===== src/rtl/jdeb_pkg.sv =====
// Shared definitions for the j debounce path: Gray-ordered FSM encoding and
// the chatter counter ceiling.
package jdeb_pkg;

  localparam logic [1:0] ST_LO     = 2'b00;
  localparam logic [1:0] ST_CHK_HI = 2'b01;
  localparam logic [1:0] ST_HI     = 2'b11;
  localparam logic [1:0] ST_CHK_LO = 2'b10;

  localparam logic [7:0] CHATTER_MAX = 8'hFF;

  typedef enum logic [1:0] {
    S_LO     = ST_LO,
    S_CHK_HI = ST_CHK_HI,
    S_HI     = ST_HI,
    S_CHK_LO = ST_CHK_LO
  } state_e;

endpackage


===== src/rtl/sync_ff.sv =====
// N-stage level synchronizer; all stages clear to 0 on reset.
module sync_ff #(
  parameter int N = 2
) (
  input  logic clk,
  input  logic rst_n,
  input  logic d,
  output logic q
);

  logic [N-1:0] sync_q;
  logic [N-1:0] sync_d;

  always_comb sync_d = {sync_q[N-2:0], d};

  always_ff @(posedge clk or negedge rst_n) begin
    if (!rst_n) sync_q <= '0;
    else        sync_q <= sync_d;
  end

  assign q = sync_q[N-1];

endmodule


===== src/rtl/j_debounce.sv =====
// Synchronizes a raw level and only passes a transition once the new level has
// held for DEBOUNCE_CYCLES cycles; drives registered j, edge strobes and a chatter count.
module j_debounce
  import jdeb_pkg::*;
#(
  parameter int SYNC_STAGES     = 2,
  parameter int DEBOUNCE_CYCLES = 16,
  parameter int CNT_W           = $clog2(DEBOUNCE_CYCLES)
) (
  input  logic       clk,
  input  logic       rst_n,
  input  logic       raw_in,
  input  logic       en,
  input  logic       chatter_clr,
  output logic       j,
  output logic       j_rise,
  output logic       j_fall,
  output logic [7:0] chatter_cnt
);

  localparam logic [CNT_W-1:0] CNT_LAST = CNT_W'(DEBOUNCE_CYCLES - 1);

  logic             s;
  state_e           state_q, state_d;
  logic [CNT_W-1:0] cnt_q, cnt_d;
  logic             j_q, j_d;
  logic             j_rise_q, j_rise_d;
  logic             j_fall_q, j_fall_d;
  logic [7:0]       chatter_q, chatter_d;
  logic             abort;

  sync_ff #(.N(SYNC_STAGES)) u_sync (
    .clk   (clk),
    .rst_n (rst_n),
    .d     (raw_in),
    .q     (s)
  );

  always_comb begin
    state_d = state_q;
    cnt_d   = cnt_q;
    abort   = 1'b0;
    unique case (state_q)
      S_LO: if (en && s) begin
        state_d = S_CHK_HI;
        cnt_d   = '0;
      end
      S_CHK_HI: begin
        if (!en) begin
          state_d = S_LO;
          cnt_d   = '0;
        end else if (s) begin
          if (cnt_q == CNT_LAST) begin
            state_d = S_HI;
            cnt_d   = '0;
          end else begin
            cnt_d = cnt_q + 1'b1;
          end
        end else begin
          state_d = S_LO;
          cnt_d   = '0;
          abort   = 1'b1;
        end
      end
      S_HI: if (en && !s) begin
        state_d = S_CHK_LO;
        cnt_d   = '0;
      end
      S_CHK_LO: begin
        if (!en) begin
          state_d = S_HI;
          cnt_d   = '0;
        end else if (!s) begin
          if (cnt_q == CNT_LAST) begin
            state_d = S_LO;
            cnt_d   = '0;
          end else begin
            cnt_d = cnt_q + 1'b1;
          end
        end else begin
          state_d = S_HI;
          cnt_d   = '0;
          abort   = 1'b1;
        end
      end
      default: begin
        state_d = S_LO;
        cnt_d   = '0;
      end
    endcase
  end

  // j follows the decided state, so it moves on the same edge the FSM accepts.
  always_comb begin
    j_d      = (state_d == S_HI) || (state_d == S_CHK_LO);
    j_rise_d = j_d & ~j_q;
    j_fall_d = ~j_d & j_q;
    if (chatter_clr)                          chatter_d = '0;
    else if (abort && chatter_q != CHATTER_MAX) chatter_d = chatter_q + 8'd1;
    else                                      chatter_d = chatter_q;
  end

  always_ff @(posedge clk or negedge rst_n) begin
    if (!rst_n) begin
      state_q   <= S_LO;
      cnt_q     <= '0;
      j_q       <= 1'b0;
      j_rise_q  <= 1'b0;
      j_fall_q  <= 1'b0;
      chatter_q <= '0;
    end else begin
      state_q   <= state_d;
      cnt_q     <= cnt_d;
      j_q       <= j_d;
      j_rise_q  <= j_rise_d;
      j_fall_q  <= j_fall_d;
      chatter_q <= chatter_d;
    end
  end

  assign j           = j_q;
  assign j_rise      = j_rise_q;
  assign j_fall      = j_fall_q;
  assign chatter_cnt = chatter_q;

endmodule

===== config.mk =====
export PLATFORM = sky130hd
export DESIGN_NAME = j_debounce
export DESIGN_NICKNAME = d
export VERILOG_FILES = /design/src/rtl/jdeb_pkg.sv /design/src/rtl/sync_ff.sv /design/src/rtl/j_debounce.sv
export SDC_FILE = /design/constraint.sdc
export NUM_CORES = 1
export LEC_CHECK = 0
export CAP_MARGIN = 5
export CORE_ASPECT_RATIO = 0.9
export CORE_MARGIN = 10
export CORE_UTILIZATION = 40
export DETAILED_ROUTE_END_ITERATION = 10
export HOLD_SLACK_MARGIN = 0.05
export MAX_ROUTING_LAYER = met4
export PLACE_DENSITY = 0.71
export SLEW_MARGIN = 20
export SYNTH_ARGS = -nofsm -noshare
export SYNTH_HDL_FRONTEND = slang
export SYNTH_SLANG_ARGS = --single-unit

===== constraint.sdc =====
create_clock -name clk -period 3.7 [get_ports clk]
set_clock_uncertainty 0.15 [all_clocks]
set_input_delay 0.925 -clock clk [delete_from_list [all_inputs] [get_ports clk]]
set_output_delay 0.925 -clock clk [all_outputs]
set_load 0.005 [all_outputs]

==> out/qor.yml, run 1 <==
finish:
  diodes: 0
  fin_nets: 138
  drive_gt1_frac: 0.0794
  utilization: 0.482
  syn_to_final_growth_pct: 16.8
synth:
  syn_avg_cell_area_um2: 10.0
  synth-seq-cells: 19
  synth-seq-area-share: 0.426
  synthSimpleGateAreaFrac: 0.201
  ys_warn_count: 0
  syn_area_mm2: 0.00111
  synth.distinct_cells: 43
  synth_common_cells: "19 x dfrtp_1, 7 x nor2_1, 6 x ha_1, 6 x inv_1, 6 x o21ai_0"
  synthAdderAreaFrac: 0.0673
  yosys.area.top_type: "dfrtp_1"
  synthArstFlopShare: 1.00
  synthXorXnorAreaFrac: 0.0303
  synth_edf_count: 0
  synth_mux_area_frac: 0.0370
  synth_top_cell_area_share: 0.426
  synth_top_family_by_area: "simple AND/OR/NAND/NOR gates"
  synthMostInstantiatedCell: "dfrtp_1"
  synth_ff_type: "dfrtp_1"
  synth_compound_area_frac: 0.193
  synth.area.top_cells: "dfrtp_1 43%, ha_1 6.7%, mux2i_1 2.7%, o211a_1 2.7%, o21ai_0 2.7%"
  postSynthCellCount: 111
  synth_nets: 122
clock_network:
  insertion_delay_ns: 0.31
  numCtsBuffers: 3
  post_cts_buffers: 0
  cts_hold_buffers: 0
  clock_path_buffers: 2
  clk_pin_slew_ns: 0.12
  cts_tree: "done"
  clock-sinks: 19
  cts_resized: 0
  root_buffer: "clkbuf_4"
  htree_num_levels: 1
die:
  ios: 16
  core_area_mm2: 0.00270
  die_y_um: 70.1
  row_count: 18
  die_w_um: 75.7
  dieArea_mm2: 0.00530
  initial_core_util: 0.412
critical_path:
  path_cells: "clkdlybuf4s50_1 > nand2_2 > nor3_2 > or4b_1 > a21oi_1"
  cpMaxStageDelayCell: "clkdlybuf4s50_1"
  critPathCaptureType: "flop"
  cp_slowest_stage_delay_ns: 0.62
  crit_fanout: 9
  r2r_slack_ns: 1.42
  crit_type: "in2reg"
  cp.arrival_ns: 2.54
  critPathRequiredTime_ns: 3.79
  start_kind: "input port"
placed_design:
  dp_hpwl_mm: 1.78
  gp_congestion: 0.848
  numPortBuffers: 15
  pre_cts_ws_ns: 0.957
job:
  max-cap-violations: 0
routing:
  routedWlPerCell_um: 15.3
  routed-via-count: 911
  remaining_drc_errors: 0
  dr.first_iter.drc_count: 70
  viasPerCell: 5.84
  dr.pass1.iters: 4
  ant_nets: 0
  routed_wl_mm: 2.39
sta:
  setup_ws_ns: 1.25
  maxSlewHeadroom: 0.426
  period_needed_ns: 2.45
  tightest_slew_ns: 0.858
  fin_crit_sh: 0.663
  tns_ns: 0
  rsz0062_at_grt: "no"
  hold_viol: 0
  finalMaxSlewViolations: 0
  fmax_mhz: 408
  whs_ns: 0.196
  finalSetupViolations: 0
worst_hold_path:
  hold_path_class: "reg2reg"
global_route:
  grt_usage: 0.0979
  grt_max_degree: 20
  antenna_found_initial: 0
  grt_pass1_vias: 939
  grt_pass1_wl_mm: 4.18
  grt_overflow_total: 0
run_status:
  status: "finished clean"
power_and_ir_drop:
  power_density_mw_per_mm2: 544
  peakVddDrop_mv: 0.362
  p_leak_nw: 0.564
kinds of logic after synthesis:
family                     after synthesis
xor gates and xnor gates                 3
DFF                                     19
muxes                                    4
buffers and inverters                   10
adders and majority gates                6
and+or+nand+nor                         40
AOI/OAI and AO/OA                       29
report_power, final:
part / switching [mW] / leakage [nW] / internal, mW
clock network: 0.0698 / 0.0177 / 0.0404
registers: 0.0375 / 0.254 / 0.242
logic: 0.175 / 0.293 / 0.144
total: 0.282 / 0.564 / 0.427
worst paths after layout:
kind                                         endpoint                       start  cells after the start
hold reg to reg            u_sync.sync_q[1]$_DFF_PN0_  u_sync.sync_q[0]$_DFF_PN0_                      0
setup / recovery           chatter_cnt[7]$_DFFE_PN0P_                          en                      5
hold / removal             u_sync.sync_q[1]$_DFF_PN0_  u_sync.sync_q[0]$_DFF_PN0_                      0
min in group asynchronous  chatter_cnt[0]$_DFFE_PN0P_                       rst_n                      1
setup reg to reg           chatter_cnt[5]$_DFFE_PN0P_        state_q[0]$_DFF_PN0_                      6
max in group asynchronous        cnt_q[0]$_DFFE_PN0P_                       rst_n                      1
cell type report:
class,instances,area [µm²]
inverters,6,22.5
well taps,30,37.5
repair buffers,15,150
flip-flops and latches,19,475
clock inverters,1,5.00
clock buffers,3,22.5
fillers,274,1400
multi-input cells,82,589
cell usage in the layout, fill, tap and decap left out, types with 2 or more instances in the layout:
cell / count
o211a_1: 3
ha_1: 6
a21oi_1: 4
nor3_1: 4
nand2_1: 5
nor2b_1: 3
a21boi_0: 2
nand3_1: 4
o21ai_0: 6
nor4_1: 2
mux2i_1: 3
dfrtp_1: 19
a211oi_1: 4
clkdlybuf4s50_1: 15
xnor2_1: 2
inv_1: 6
nand2b_1: 4
clkbuf_4: 3
and3_1: 2
nor2_1: 7
per-stage QoR:
stage	cell area, µm²	total power, mW	std cells
3_5_place_dp	1270	0.601	152
3_3_place_gp	1270	0.582	152
4_1_cts	1300	0.712	156
6_report	1300	0.709	156
5_1_grt	1300	0.766	156
2_1_floorplan	1110	0.505	111
per-layer routing:
metal  track usage  up-vias  share of wire
li1              -      434              -
met1         0.116      451           0.47
met2         0.148       24           0.44
met3        0.0395        2          0.088
met4        0.0268        0         0.0050
met5             -        -              0
critical path, delay by kind of cell:
kind,cells,cell delay [ns]
AO/OA/AOI/OAI,1,0.15
buffers and inverters,1,0.62
AND/OR/NAND/NOR,3,0.85
sequential cells by signal, summed over array words and instances, names as in the netlist:
| name | count |
|---|---|
| cnt_q | 4 |
| j | 1 |
| j_rise | 1 |
| u_sync.sync_q | 2 |
| chatter_cnt | 8 |
| j_fall | 1 |
| state_q | 2 |
(Power assumes the default switching activity.)
==> run 2, diff against run 1 <==
--- a/config.mk
+++ b/config.mk
@@ -12,7 +12,7 @@
 export DETAILED_ROUTE_END_ITERATION = 10
 export HOLD_SLACK_MARGIN = 0.05
 export MAX_ROUTING_LAYER = met4
-export PLACE_DENSITY = 0.71
+export PLACE_DENSITY = 0.73
 export SLEW_MARGIN = 20
 export SYNTH_ARGS = -nofsm -noshare
 export SYNTH_HDL_FRONTEND = slang
==> constraint.sdc (replaced) <==
create_clock -name clk -period 2.24 [get_ports clk]
set_clock_uncertainty 0.15 [all_clocks]
set_input_delay 0.56 -clock clk [delete_from_list [all_inputs] [get_ports clk]]
set_output_delay 0.56 -clock clk [all_outputs]
set_load 0.005 [all_outputs]
==> out/qor.yml, run 2 (synthesis results as in run 1) <==
critical_path:
  r2r_end: "chatter_cnt[5]$_DFFE_PN0P_"
  r2r_cells: 6  # unchanged
  critPathRequiredTime_ns: 2.28  # -1.51 ns
  crit_end: "chatter_cnt[5]$_DFFE_PN0P_"
  cp.arrival_ns: 2.10  # -0.44 ns
  crit_type: "reg2reg"
  r2r-start: "state_q[0]$_DFF_PN0_"
  start_kind: "flop"
  critPathCaptureType: "flop"
  cp-startpoint: "state_q[0]$_DFF_PN0_"
  crit_fanout: 7  # -2
  r2r_slack_ns: 0.17  # -1.25 ns
routing:
  ant_nets: 0  # unchanged
  routed_wl_mm: 2.54  # +5.9%
  routedWlPerCell_um: 15.4  # +0.16%
  routed-via-count: 955  # +4.8%
  viasPerCell: 5.79  # -0.89%
  dr.pass1.iters: 4  # unchanged
  remaining_drc_errors: 0  # unchanged
  dr.first_iter.drc_count: 130  # +86%
clock_network:
  clock_path_buffers: 2  # unchanged
  numCtsBuffers: 3  # unchanged
  clock-sinks: 19  # unchanged
  cts_resized: 0  # unchanged
  clk_pin_slew_ns: 0.10  # -0.02 ns
  cts_hold_buffers: 0  # unchanged
  htree_num_levels: 1  # unchanged
  root_buffer: "clkbuf_4"
  cts_tree: "done"
  insertion_delay_ns: 0.29  # -0.02 ns
  post_cts_buffers: 0  # unchanged
sta:
  tightest_slew_ns: 0.384  # -0.473 ns
  finalSetupViolations: 0  # unchanged
  rsz0062_at_grt: "no"
  finalMaxSlewViolations: 0  # unchanged
  fmax_mhz: 483
  tns_ns: 0  # unchanged
  setup_ws_ns: 0.172  # -1.08 ns
  maxSlewHeadroom: 0.737  # +0.311
  hold_viol: 0  # unchanged
  whs_ns: 0.229  # +0.0330 ns
  period_needed_ns: 2.07
  fin_crit_sh: 0.923
finish:
  seq_area_um2: 475  # unchanged
  diodes: 0  # unchanged
  largest_register_ffs: 8  # unchanged
  final_cell_mix: "19 x dfrtp_1, 15 x clkdlybuf4s50_1, 9 x buf_4"
  fin_cells: 165  # +5.8%
  design_area_mm2: 0.00137  # +5.1%
  drive_gt1_frac: 0.133  # +0.0540
  syn_to_final_growth_pct: 22.8
  multiInputGateArea_um2: 589  # unchanged
  final_common_cell: "dfrtp_1"
  fillCellCount: 251  # -8.4%
  fin_nets: 147  # +6.5%
placed_design:
  numPortBuffers: 15  # unchanged
  place_area_mm2: 0.00134  # +5.3%
  gp_congestion: 0.891  # +5.1%
  place_inst: 161  # +5.9%
  dp_hpwl_mm: 1.98  # +11%
  pre_cts_ws_ns: -0.0953  # -1.05 ns
die:
  row_count: 18  # unchanged
  die_w_um: 75.7  # unchanged
  core_area_mm2: 0.00270  # unchanged
  initial_core_util: 0.412  # unchanged
  die_y_um: 70.1  # unchanged
  ios: 16  # unchanged
  dieArea_mm2: 0.00530  # unchanged
worst_hold_path:
  hold_path_class: "reg2reg"
global_route:
  grt_max_degree: 20  # unchanged
  grt_pass1_wl_mm: 4.43  # +5.9%
  grt_pass1_vias: 943  # +0.43%
  antenna_found_initial: 0  # unchanged
  grt_usage: 0.106  # +0.00792
  grt_overflow_total: 0  # unchanged
power_and_ir_drop:
  p_leak_nw: 0.605  # +7.2%
  power_density_mw_per_mm2: 908  # +67%
  peakVddDrop_mv: 0.471  # +30%
job:
  max-cap-violations: 0  # unchanged
run_status:
  status: "finished clean"
run 2: cell types whose count changed in the layout (fill, tap and decap cells not counted):
cell,before,now
clkbuf_1,0,1
clkinv_2,1,0
buf_4,0,9
run 2: worst max-delay path: stages, from the launching register on:
cell and delay [ns]:
dfrtp_1 0.47, inv_1 0.09, ha_1 0.26, xnor2_1 0.26, o2111ai_1 0.23, nor2_1 0.14
mux2_2 0.34
run 2: how the worst min path moves through the flow:
stage | start | to | slack (ns) | cells after the start
final | u_sync.sync_q[0]$_DFF_PN0_ | u_sync.sync_q[1]$_DFF_PN0_ | 0.23 | 0
after global routing | u_sync.sync_q[0]$_DFF_PN0_ | u_sync.sync_q[1]$_DFF_PN0_ | 0.24 | 0
after CTS | u_sync.sync_q[0]$_DFF_PN0_ | u_sync.sync_q[1]$_DFF_PN0_ | 0.23 | 0
after detailed placement | u_sync.sync_q[0]$_DFF_PN0_ | u_sync.sync_q[1]$_DFF_PN0_ | 0.21 | 0
after global placement | u_sync.sync_q[0]$_DFF_PN0_ | u_sync.sync_q[1]$_DFF_PN0_ | 0.18 | 0
after floorplan | rst_n | chatter_cnt[0]$_DFFE_PN0P_ | 0.11 | 0
run 2: report_power, final:
part | switching [mW] | internal, mW | total [mW]
logic | 0.304 | 0.305 | 0.609
registers | 0.0632 | 0.400 | 0.463
clock network | 0.101 | 0.0692 | 0.170
run 2: area by class of cell:
cell class / count / share of cell area
well taps: 30 / 0.0274
multi-input cells: 82 / 0.431
inverters: 6 / 0.0165
flip-flops and latches: 19 / 0.347
repair buffers: 24 / 0.159
clock buffers: 4 / 0.0192
run 2: routing by layer:
layer	routed length, µm	part of all wire	vias up	GRT usage
met3	204	0.080	4	0.0410
met4	18	0.0071	0	0.0227
met2	1250	0.49	38	0.157
met1	1070	0.42	459	0.132
met5	0	0	-	-
li1	-	-	454	-
run 2: per-stage QoR:
step | power [mW] | utilization
2_1_floorplan | 0.834 | -
3_3_place_gp | 1.04 | 0.497
3_5_place_dp | 1.07 | 0.497
4_1_cts | 1.25 | 0.506
5_1_grt | 1.35 | 0.506
6_report | 1.24 | 0.506
==> RTL edit: new RTL, config.mk and constraints of run 1 <==
Register the output `chatter_cnt` once more, with the module's reset; this adds one clock of latency there. The other outputs are not delayed to match.
--- a/src/rtl/j_debounce.sv
+++ b/src/rtl/j_debounce.sv
@@ -122,5 +122,11 @@
   assign j_rise      = j_rise_q;
   assign j_fall      = j_fall_q;
-  assign chatter_cnt = chatter_q;
+  always_ff @(posedge clk or negedge rst_n) begin
+    if (!rst_n) begin
+      chatter_cnt <= '0;
+    end else begin
+      chatter_cnt <= chatter_q;
+    end
+  end
 
 endmodule
Behaviour: not the same (Yosys sat finds a counterexample within 10 cycles, from zero or initial values and one cycle with rst_n low).
==> RTL edit against run 1 <==
- largest cell class is now flip-flops and latches
- routed wire length is 3.7% higher
- total power is 12% higher
- register-to-register slack better by 0.05 ns
- non-clock buffer count is 1 higher
- sequential cell count is 8 higher
- critical path depth stayed put
- worst setup slack worse by 0.036 ns
- synthesized area is 12% higher
- cell area is 13% higher
- global-route usage is 0.78 points lower
==> RTL edit: results (changes against run 1) <==
----------------------------------------------------
[Synthesis]
  Sequential area share after synthesis ... 0.5389 (was 0.4265)
  Yosys cell types ... 35 (was 43)
  Post-synth net total ... 128 (was 122)
  Top cell types by occurrence after synthesis ... 27 x dfrtp_1, 8 x nand2_1, 8 x o21ai_0, 7 x a21oi_1, 7 x nor2_1 (was 19 x dfrtp_1, 7 x nor2_1, 6 x ha_1, 6 x inv_1, 6 x o21ai_0)
  Synth Warn # ... 0 (unchanged)
  Most area-consuming cells after synthesis ... dfrtp_1 54%, ha_1 6.0%, o21ai_0 3.2% (was dfrtp_1 43%, ha_1 6.7%, mux2i_1 2.7%)

[Final layout]
  Fraction of final layout cells with drive strength greater than 1 ... 0.05263 (was 0.07937)
  Nets@finish ... 145 (was 138)
  Count of filler cells inserted in the layout ... 300 (was 274)

[Setup path]
  Reg2reg setup slack ... 1.47 ns (was 1.42 ns)
  Terminus of the critical flop-to-flop path ... chatter_q[7]$_DFFE_PN0P_ (was chatter_cnt[5]$_DFFE_PN0P_)
  Worst EP arrival ... 2.60 ns (was 2.54 ns)
  Critical R2R Launch ... state_q[0]$_DFF_PN0_ (unchanged)
  Critical-path maximum fanout ... 10 (was 9)

[Placement]
  Final weighted congestion of routability-driven global placement ... 0.7470 (was 0.8479)
  DP Wirelength ... 1827 microns (was 1781 microns)

[Routing]
  Count of routing violations after the opening detailed-route iteration ... 77 (was 70)
  Average vias per placed instance ... 5.411 (was 5.840)
  Wire length after detailed routing ... 2482 microns (was 2393 microns)

[Outcome]
  Run status ... finished clean (unchanged)

[Global route]
  Vias in the first global route ... 921 (was 939)
  First-pass GRT wire length ... 4105 microns (was 4181 microns)
  Largest net degree at the start of global routing ... 28 (was 20)
  Overall global routing resource usage ... 0.09010 (was 0.09786)

[Timing]
  Transition time of the tightest slew-check pin ... 0.4159 ns (was 0.8577 ns)

[Pwr]
  Leakage power ... 0.6374 nW (was 0.5643 nW)
  Sw Pwr ... 280.6 uW (was 281.9 uW)
  Worst-case vdd ir drop ... 185.7 uV (was 362.3 uV)

[Die]
  Width of the chip ... 79.01 microns (was 75.65 microns)

[Clock network]
  Clock transition at the registers of the reported paths ... 0.14 ns (was 0.12 ns)
  Insertion delay to the later sink of the worst-skew pair ... 0.32 ns
  Maximum clock path buffer count ... 2 (unchanged)

----------------------------------------------------
## RTL edit: cell type report
cell class                 count  area (sq um)  share of cell area
multi-input combinational     82         545.5              0.3704
tap                           42         52.55             0.03568
timing repair buffer          16         157.7              0.1071
sequential                    27         675.6              0.4588
clock buffer                   4         26.28             0.01784
inverter                       4         15.01             0.01020
## RTL edit: metal layers
layer  up-vias  track usage  share of wire
met1       458      0.09805           0.43
li1        452            -              -
met3         7      0.01970          0.053
met5         -            -              0
met2        30       0.1484           0.49
met4         0      0.05368          0.028
## RTL edit: critical path, cell delays in order
cell             delay, ns
clkdlybuf4s50_1       0.63
and2_1                0.19
o211ai_2              0.19
or4_1                 0.51
a21oi_1               0.17
## RTL edit: through the flow
step / setup slack (ns) / cells / area (sq um) / hold slack, ns / power [mW]
after floorplan: 1.487 / 117 / 1254 / 0.1812 / 0.5740
after global placement: 0.9323 / 171 / 1446 / 0.1866 / 0.6539
after CTS: 1.219 / 175 / 1473 / 0.2227 / 0.8018
after global routing: 1.122 / 175 / 1473 / 0.2503 / 0.8543
after detailed placement: 0.8713 / 171 / 1446 / 0.1886 / 0.6729
final: 1.213 / 175 / 1473 / 0.2237 / 0.7960
## RTL edit: how the worst max path moves through the flow
stage                                    end  from
floorplan           chatter_q[5]$_DFFE_PN0P_    en
global placement    chatter_q[7]$_DFFE_PN0P_    en
detailed placement  chatter_q[7]$_DFFE_PN0P_    en
CTS                 chatter_q[5]$_DFFE_PN0P_    en
global route        chatter_q[7]$_DFFE_PN0P_    en
finish              chatter_q[7]$_DFFE_PN0P_    en
## RTL edit: power groups by stage
stage / Sequential [mW] / Combinational [mW] / Clock, mW
6_report: 0.371 / 0.295 / 0.130
5_1_grt: 0.378 / 0.332 / 0.144
4_1_cts: 0.371 / 0.297 / 0.134
3_5_place_dp: 0.378 / 0.295 / 0
3_3_place_gp: 0.374 / 0.280 / 0
2_1_floorplan: 0.370 / 0.204 / 0
## RTL edit: cells by family after synthesis
family	synth area share
simple gates	0.1647
mux	0.02395
buf+inv	0.02594
compound gates	0.1597
fa+ha+maj	0.05988
flops	0.5389
xor+xnor	0.02695
